**src/rtl/mux_chan_scanner.sv**
```systemverilog
// Registered N:1 channel selector with manual select and idle-skipping scan sweep.
//
// state | meaning
// ------+----------------------------------------------------------
// IDLE  | waiting for start; out-of-range manual select pulses err
// SCAN  | visiting channel idx; loads it if manual or in_valid[idx]
// WAIT  | word presented on out_*, held until out_ready handshake
// DONE  | one-cycle done pulse, then back to IDLE
module mux_chan_scanner #(
    parameter int WIDTH    = 8,
    parameter int CHANNELS = 16,
    parameter int SEL_W    = 4
) (
    input  logic                      clk,
    input  logic                      rst_n,
    input  logic [CHANNELS*WIDTH-1:0] in_data,
    input  logic [CHANNELS-1:0]       in_valid,
    input  logic                      mode,
    input  logic [SEL_W-1:0]          sel,
    input  logic                      start,
    output logic [WIDTH-1:0]          out_data,
    output logic [SEL_W-1:0]          out_chan,
    output logic                      out_valid,
    input  logic                      out_ready,
    output logic                      busy,
    output logic                      done,
    output logic                      err
);

    typedef enum logic [1:0] {IDLE, SCAN, WAIT, DONE} state_t;

    // One extra bit so sel >= CHANNELS is detectable when CHANNELS is a power of two.
    localparam logic [SEL_W:0]   CHAN_CNT = (SEL_W+1)'(CHANNELS);
    localparam logic [SEL_W-1:0] LAST_IDX = SEL_W'(CHANNELS - 1);

    state_t           state;
    logic [SEL_W-1:0] idx;
    logic             mode_q;
    logic             sel_bad;
    logic [WIDTH-1:0] chan_word [CHANNELS];

    for (genvar k = 0; k < CHANNELS; k++) begin : g_unpack
        assign chan_word[k] = in_data[k*WIDTH +: WIDTH];
    end

    // Manual request pointing past the last channel.
    always_comb begin
        sel_bad = ({1'b0, sel} >= CHAN_CNT);
    end

    // Sequencer: all outputs are registered alongside the state.
    always_ff @(posedge clk or negedge rst_n) begin
        if (!rst_n) begin
            state     <= IDLE;
            idx       <= '0;
            mode_q    <= 1'b0;
            out_data  <= '0;
            out_chan  <= '0;
            out_valid <= 1'b0;
            busy      <= 1'b0;
            done      <= 1'b0;
            err       <= 1'b0;
        end else begin
            done <= 1'b0;
            err  <= 1'b0;
            case (state)
                IDLE: begin
                    if (start) begin
                        mode_q <= mode;
                        if (!mode && sel_bad) begin
                            err <= 1'b1;
                        end else begin
                            idx   <= mode ? '0 : sel;
                            state <= SCAN;
                            busy  <= 1'b1;
                        end
                    end
                end
                SCAN: begin
                    if (!mode_q || in_valid[idx]) begin
                        out_data  <= chan_word[idx];
                        out_chan  <= idx;
                        out_valid <= 1'b1;
                        state     <= WAIT;
                    end else if (idx == LAST_IDX) begin
                        state <= DONE;
                        done  <= 1'b1;
                    end else begin
                        idx <= idx + 1'b1;
                    end
                end
                WAIT: begin
                    if (out_ready) begin
                        out_valid <= 1'b0;
                        if (!mode_q || idx == LAST_IDX) begin
                            state <= DONE;
                            done  <= 1'b1;
                        end else begin
                            idx   <= idx + 1'b1;
                            state <= SCAN;
                        end
                    end
                end
                DONE: begin
                    state <= IDLE;
                    busy  <= 1'b0;
                end
                default: begin
                    state <= IDLE;
                    busy  <= 1'b0;
                end
            endcase
        end
    end

endmodule
```
**config.mk**
```make
export PLATFORM = sky130hd
export DESIGN_NAME = mux_chan_scanner
export DESIGN_NICKNAME = d
export VERILOG_FILES = /design/src/rtl/mux_chan_scanner.sv
export SDC_FILE = /design/constraint.sdc
export NUM_CORES = 1
export LEC_CHECK = 0
export BUFFER_PORTS_ARGS = -buffer_cell sky130_fd_sc_hd__buf_2
export CAP_MARGIN = 5
export CORE_MARGIN = 5
export CORE_UTILIZATION = 46
export CTS_BUF_LIST = sky130_fd_sc_hd__clkbuf_8
export DETAILED_ROUTE_END_ITERATION = 7
export HOLD_SLACK_MARGIN = 0.1
export PLACE_DENSITY = 0.93
export SYNTH_ARGS = -nofsm -noshare
export SYNTH_HDL_FRONTEND = slang
export SYNTH_SLANG_ARGS = --single-unit
```
**constraint.sdc**
```tcl
create_clock -name clk -period 3.25 [get_ports clk]
set_input_delay 0.65 -clock clk [delete_from_list [all_inputs] [get_ports clk]]
set_output_delay 0.65 -clock clk [all_outputs]
set_load 0.01 [all_outputs]
```
== Yosys cells after proc, flatten, opt, wreduce, memory -nomap -nowiden ==
Index checks and enable logic that the tools add are counted.

* Input port bits: 153
* Logic and storage cells: 64
* Register bits: 22
* Output and inout port bits: 16

* Add/sub/neg operators: 1
* Bitwise logic cells: 1
* Reductions and logical operators: 13
* Mux-type cells: 28
* Order comparisons: 2
* Equal/unequal tests: 11

{| class="wikitable"
|+ Operator list
! kind !! number
|-
| 8-bit binary-select mux with 4-bit select || 1
|-
| 4-bit two-way mux || 6
|-
| 8-bit two-way mux || 2
|-
| 2-bit != test, second input constant || 6
|-
| 4-bit case mux with 3 select lines || 1
|-
| 2-bit two-way mux || 5
|-
| 1-bit two-way mux || 8
|-
| 2-bit case mux with 4 select lines || 1
|-
| 1-bit case mux with 2 select lines || 3
|-
| 2-bit AND reduction || 3
|-
| 3-bit AND reduction || 2
|-
| 6-bit AND reduction || 1
|-
| 5-bit greater-or-equal comparator, second input constant || 1
|-
| 4-bit by 5-bit less-than comparator with 1-bit output, second input constant || 1
|-
| 4-bit NOT with 5-bit output || 1
|-
| 4-bit by 1-bit adder with 4-bit output, second input constant || 1
|-
| 1-bit binary-select mux with 4-bit select || 1
|-
| 2-bit == test, second input constant || 2
|-
| 4-bit == test, second input constant || 1
|-
| 2-bit nonzero test || 2
|-
| 3-bit != test, second input constant || 1
|-
| 3-bit nonzero test || 1
|-
| 2-bit by 1-bit == test with 1-bit output, second input constant || 1
|-
| 2-bit logical NOT || 1
|-
| 2 further kinds || 3
|}

== Depth between registers and ports, before layout ==
* Depth in word-level cells: 5
* Mapped depth: 9
* Gate-level depth less buffers: 8

== Worst setup path after synthesis ==
Ideal clock, no wire load.

* Kind: input to register
* From: in in_valid[7]
* To: reg out_chan[2]
* Library setup time: 125 ps
* Required time: 3125 ps
* Buffers on the path: 1
* Slack: 869 ps
* Stages: 6
* Arrival: 2255 ps
* Path through: mux4_2 > a311oi_2 > and2_4 > or2b_4 > buf_12 > mux2_4

* Word-level cells in the longest chain between the ends: 4

{| class="wikitable"
|+ RTL lines
! what !! line !! text
|-
| start: declaration || 17 || <nowiki>input logic [CHANNELS-1:0] in_valid,</nowiki>
|-
| 1-bit binary-select mux with 4-bit select || 80 || <nowiki>if (!mode_q || in_valid[idx]) begin</nowiki>
|-
| 1-bit two-way mux (not written as such) || 80 ||
|-
| 1-bit logical OR || 80 ||
|-
| 2-bit AND reduction (no source line) || -- ||
|-
| end signal: assignment || 82 || <nowiki>out_chan <= idx;</nowiki>
|-
| end: declaration || 22 || <nowiki>output logic [SEL_W-1:0] out_chan,</nowiki>
|}

No other way between the ends. The select of a mux whose other input is x is not followed.
A chain may end at the register's enable or synchronous reset.

== Final worst setup path ==
* From: reg idx[1]
* To: reg out_chan[0]

* Word-level cells in the longest chain between the ends: 4

{| class="wikitable"
|+ RTL lines
! what !! line !! text
|-
| start: declaration || 37 || <nowiki>logic [SEL_W-1:0] idx;</nowiki>
|-
| start signal: assignment || 73 || <nowiki>idx <= mode ? '0 : sel;</nowiki>
|-
| start signal: assignment || 89 || <nowiki>idx <= idx + 1'b1;</nowiki>
|-
| start signal: assignment || 99 || <nowiki>idx <= idx + 1'b1;</nowiki>
|-
| 1-bit binary-select mux with 4-bit select || 80 ||
|-
| 1-bit two-way mux (not written as such) || 80 ||
|-
| 1-bit logical OR || 80 ||
|-
| 2-bit AND reduction (no source line) || -- ||
|}

No other way between the ends. The select of a mux whose other input is x is not followed.

==> flow_metrics.env <==
export IMPL_worstMarginPinSlew_ns=0.708
export IMPL_core_mm2=0.00504
export IMPL_p_leak_nw=1.57
export IMPL_fillers=394
export IMPL_ir_drop_mv=0.619
export IMPL_root_buffer="clkbuf_8"
export IMPL_finalPower_mw=2.81
export IMPL_cp_end_kind="flip-flop"
export IMPL_finalClockSkew_ns=0.00476
export IMPL_antenna_cells=0
export IMPL_hp_class="primary input to asynchronous set/reset pin"
export IMPL_grt_max_degree=42
export IMPL_final_util_pct=64.9
export IMPL_die_area_mm2=0.00665
export IMPL_grt_pass1_wl_um=12800
export IMPL_drt_pre_antenna_iters=4
export IMPL_overflow=0
export IMPL_drc=0
export IMPL_wl_per_cell_um=19.7
export IMPL_cts_sinks=22
export IMPL_r2r_slack_ns=0.58
export IMPL_dieHeight_um=81.5
export IMPL_setup_tns_ns=0
export IMPL_ctsHtreeMaxLevel=1
export IMPL_post_cts_resize_count=0
export IMPL_ff_latch_area_um2=553
export IMPL_rsz0062_at_grt="no"
export IMPL_yosys_area_share_adder_pct=3.19
export IMPL_outcome="finished, final reports clean"
export IMPL_power_density_mw_per_mm2=860
export IMPL_ys_flop_type="dfrtp_1"
export IMPL_num_vias=2328
export IMPL_period_needed_ns=2.67
export IMPL_die_w_um=81.5
export IMPL_synth_seq_area_share_pct=23.4
export IMPL_synth_seq_cells=22
export IMPL_start_util_pct=46.7
export IMPL_ctsHoldBuffers=0
export IMPL_path_class="flip-flop to flip-flop"
export IMPL_clk_pin_slew_ns=0.08
export IMPL_relSlewSlack_pct=52.4
export IMPL_yosys_warnings=0
export IMPL_io_pins=169
export IMPL_synth_edf_count=0
export IMPL_placed_cells=406
export IMPL_synth_top_family_by_area="multiplexers"
export IMPL_drtAntennaViolNets=0
export IMPL_vias_per_cell=5.68
export IMPL_max_cap_violations=0
export IMPL_cts_tree="built"
export IMPL_synth_top_area_share_pct=39.2
export IMPL_rows=26
export IMPL_grt_antenna_before_repair=0
export IMPL_holdWs_ns=0.339
export IMPL_post_cts_buffers=0
export IMPL_synth_compound_area_share_pct=8.35
export IMPL_syn_area_mm2=0.00235
export IMPL_synth_area_leaders="mux4_2 39%, dfrtp_1 23%, mux2_4 6.4%"
export IMPL_setup_viol=0
export IMPL_worst_slack_ns=0.581
export IMPL_route_final_wire_length_um=8080
export IMPL_multi_input_comb_area_mm2=0.00166
export IMPL_crit_fanout=41
export IMPL_ys_types=42
export IMPL_post_place_ws_ns=0.576
export IMPL_cts_made_buffers=3
export IMPL_async_flop_share_pct=100
export IMPL_slew_viol_final=0
export IMPL_dp_hpwl_um=6920
export IMPL_synth_top_area_cell="mux4_2"
export IMPL_grt_pass1_vias=2572
export IMPL_placed_area_mm2=0.00320
export IMPL_fin_crit_sh_pct=82.1
export IMPL_required_ns=3.40
export IMPL_syn_mean_instance_area_um2=12.9
export IMPL_final_cell_count_no_fill=410
export IMPL_portBuffers=167
export IMPL_place_congestion=0.969
export IMPL_postSynthCellCount=182
export IMPL_synth_mux_area_share_pct=50.1
export IMPL_drt_iter0_markers=123
export IMPL_worstPathArrival_ns=2.82
export IMPL_nNetsFinal=500
export IMPL_clk_latency_ns=0.27
export IMPL_area_growth_pct=39.0
export IMPL_synth_xor_area_share_pct=0
export IMPL_critical_path_startpoint_type="flip-flop"
export IMPL_final_hold_viol_count=0
export IMPL_finalInstanceArea_mm2=0.00327
export IMPL_fmax_mhz=375
export IMPL_layout_drive_gt1_share_pct=70.0
export IMPL_grtUsageTotal_pct=25.7
export IMPL_clock_path_buffers=2
export IMPL_synth_simple_gate_area_share_pct=8.61
export IMPL_synth_nets=341
[final cells by class]
class                      instances  share of cell area [%]
multi-input combinational        134                    50.6
timing repair buffer             172                    26.7
sequential                        22                    16.9
tap                               70                    2.68
clock buffer                       3                    1.26
clock inverter                     1                   0.918
inverter                           8                   0.918
[placed cells by master, fill, tap and decap left out, drive strengths merged, types with 3 or more instances in the layout]
cell type and n:
ha 6, dfrtp 22, o21ai 7, nor2 7, buf 172, nor3 4
nand2 11, clkbuf 3, mux4 41, a21oi 5, inv 8, mux2i 6
mux2 14, nor4 4, a31oi 3
[Yosys cell counts (2+ instances only)]
library cell and number:
mux2_4 10, dfrtp_1 22, a22o_1 2, o21ai_0 7, mux2_2 4, ha_1 6, a21oi_1 5, nor4b_1 2
mux2i_1 6, buf_4 3, a31oi_1 3, nor2_1 7, o311a_1 2, inv_1 8, mux4_2 41, buf_2 5
nand3_1 2, clkbuf_1 6, buf_6 2, nand2_1 11, nor3_1 4, nor4_1 4
[worst max-delay path, cell delays in order, from the launching register on]
cell and delay (ns):
dfrtp_2 0.42, buf_4 0.45, nor4b_1 0.12, nor4_1 0.62
and2_4 0.29, or2b_4 0.27, mux2_2 0.37
[final timing paths]
kind / start / end / depth (start not counted)
max in group asynchronous: rst_n / idx[1] / 1
min in group clk: out_valid / out_valid / 1
max reg2reg: idx[1] / out_chan[0] / 6
min: rst_n / out_valid / 1
min reg2reg: out_valid / out_valid / 1
max: idx[1] / out_chan[0] / 6
[registers in the layout (all words and copies together), names as in the netlist]
register and count:
state 2, done 1, out_chan 4, out_data 8, out_valid 1, mode_q 1
busy 1, idx 4
[logic make-up (layout without fill, tap and decap cells)]
family	count (synthesis)	in the layout
buffers and inverters	26	184
and+or+nand+nor	38	38
other	1	1
muxes	61	61
adders and majority gates	6	6
DFF	22	22
AOI/OAI and AO/OA	28	28
[per-layer routing]
| metal | global-route usage (%) | share of wire (%) |
|---|---|---|
| met5 | 0 | 0 |
| met4 | 6.76 | 2.0 |
| met3 | 4.93 | 8.3 |
| met2 | 47.4 | 52 |
| met1 | 30.4 | 38 |
[where the power goes]
group / switching, mW / internal [mW]
Clock: 0.0941 / 0.165
Combinational: 0.890 / 1.11
Sequential: 0.134 / 0.416
Note: power is estimated with default switching activity, not from simulation.
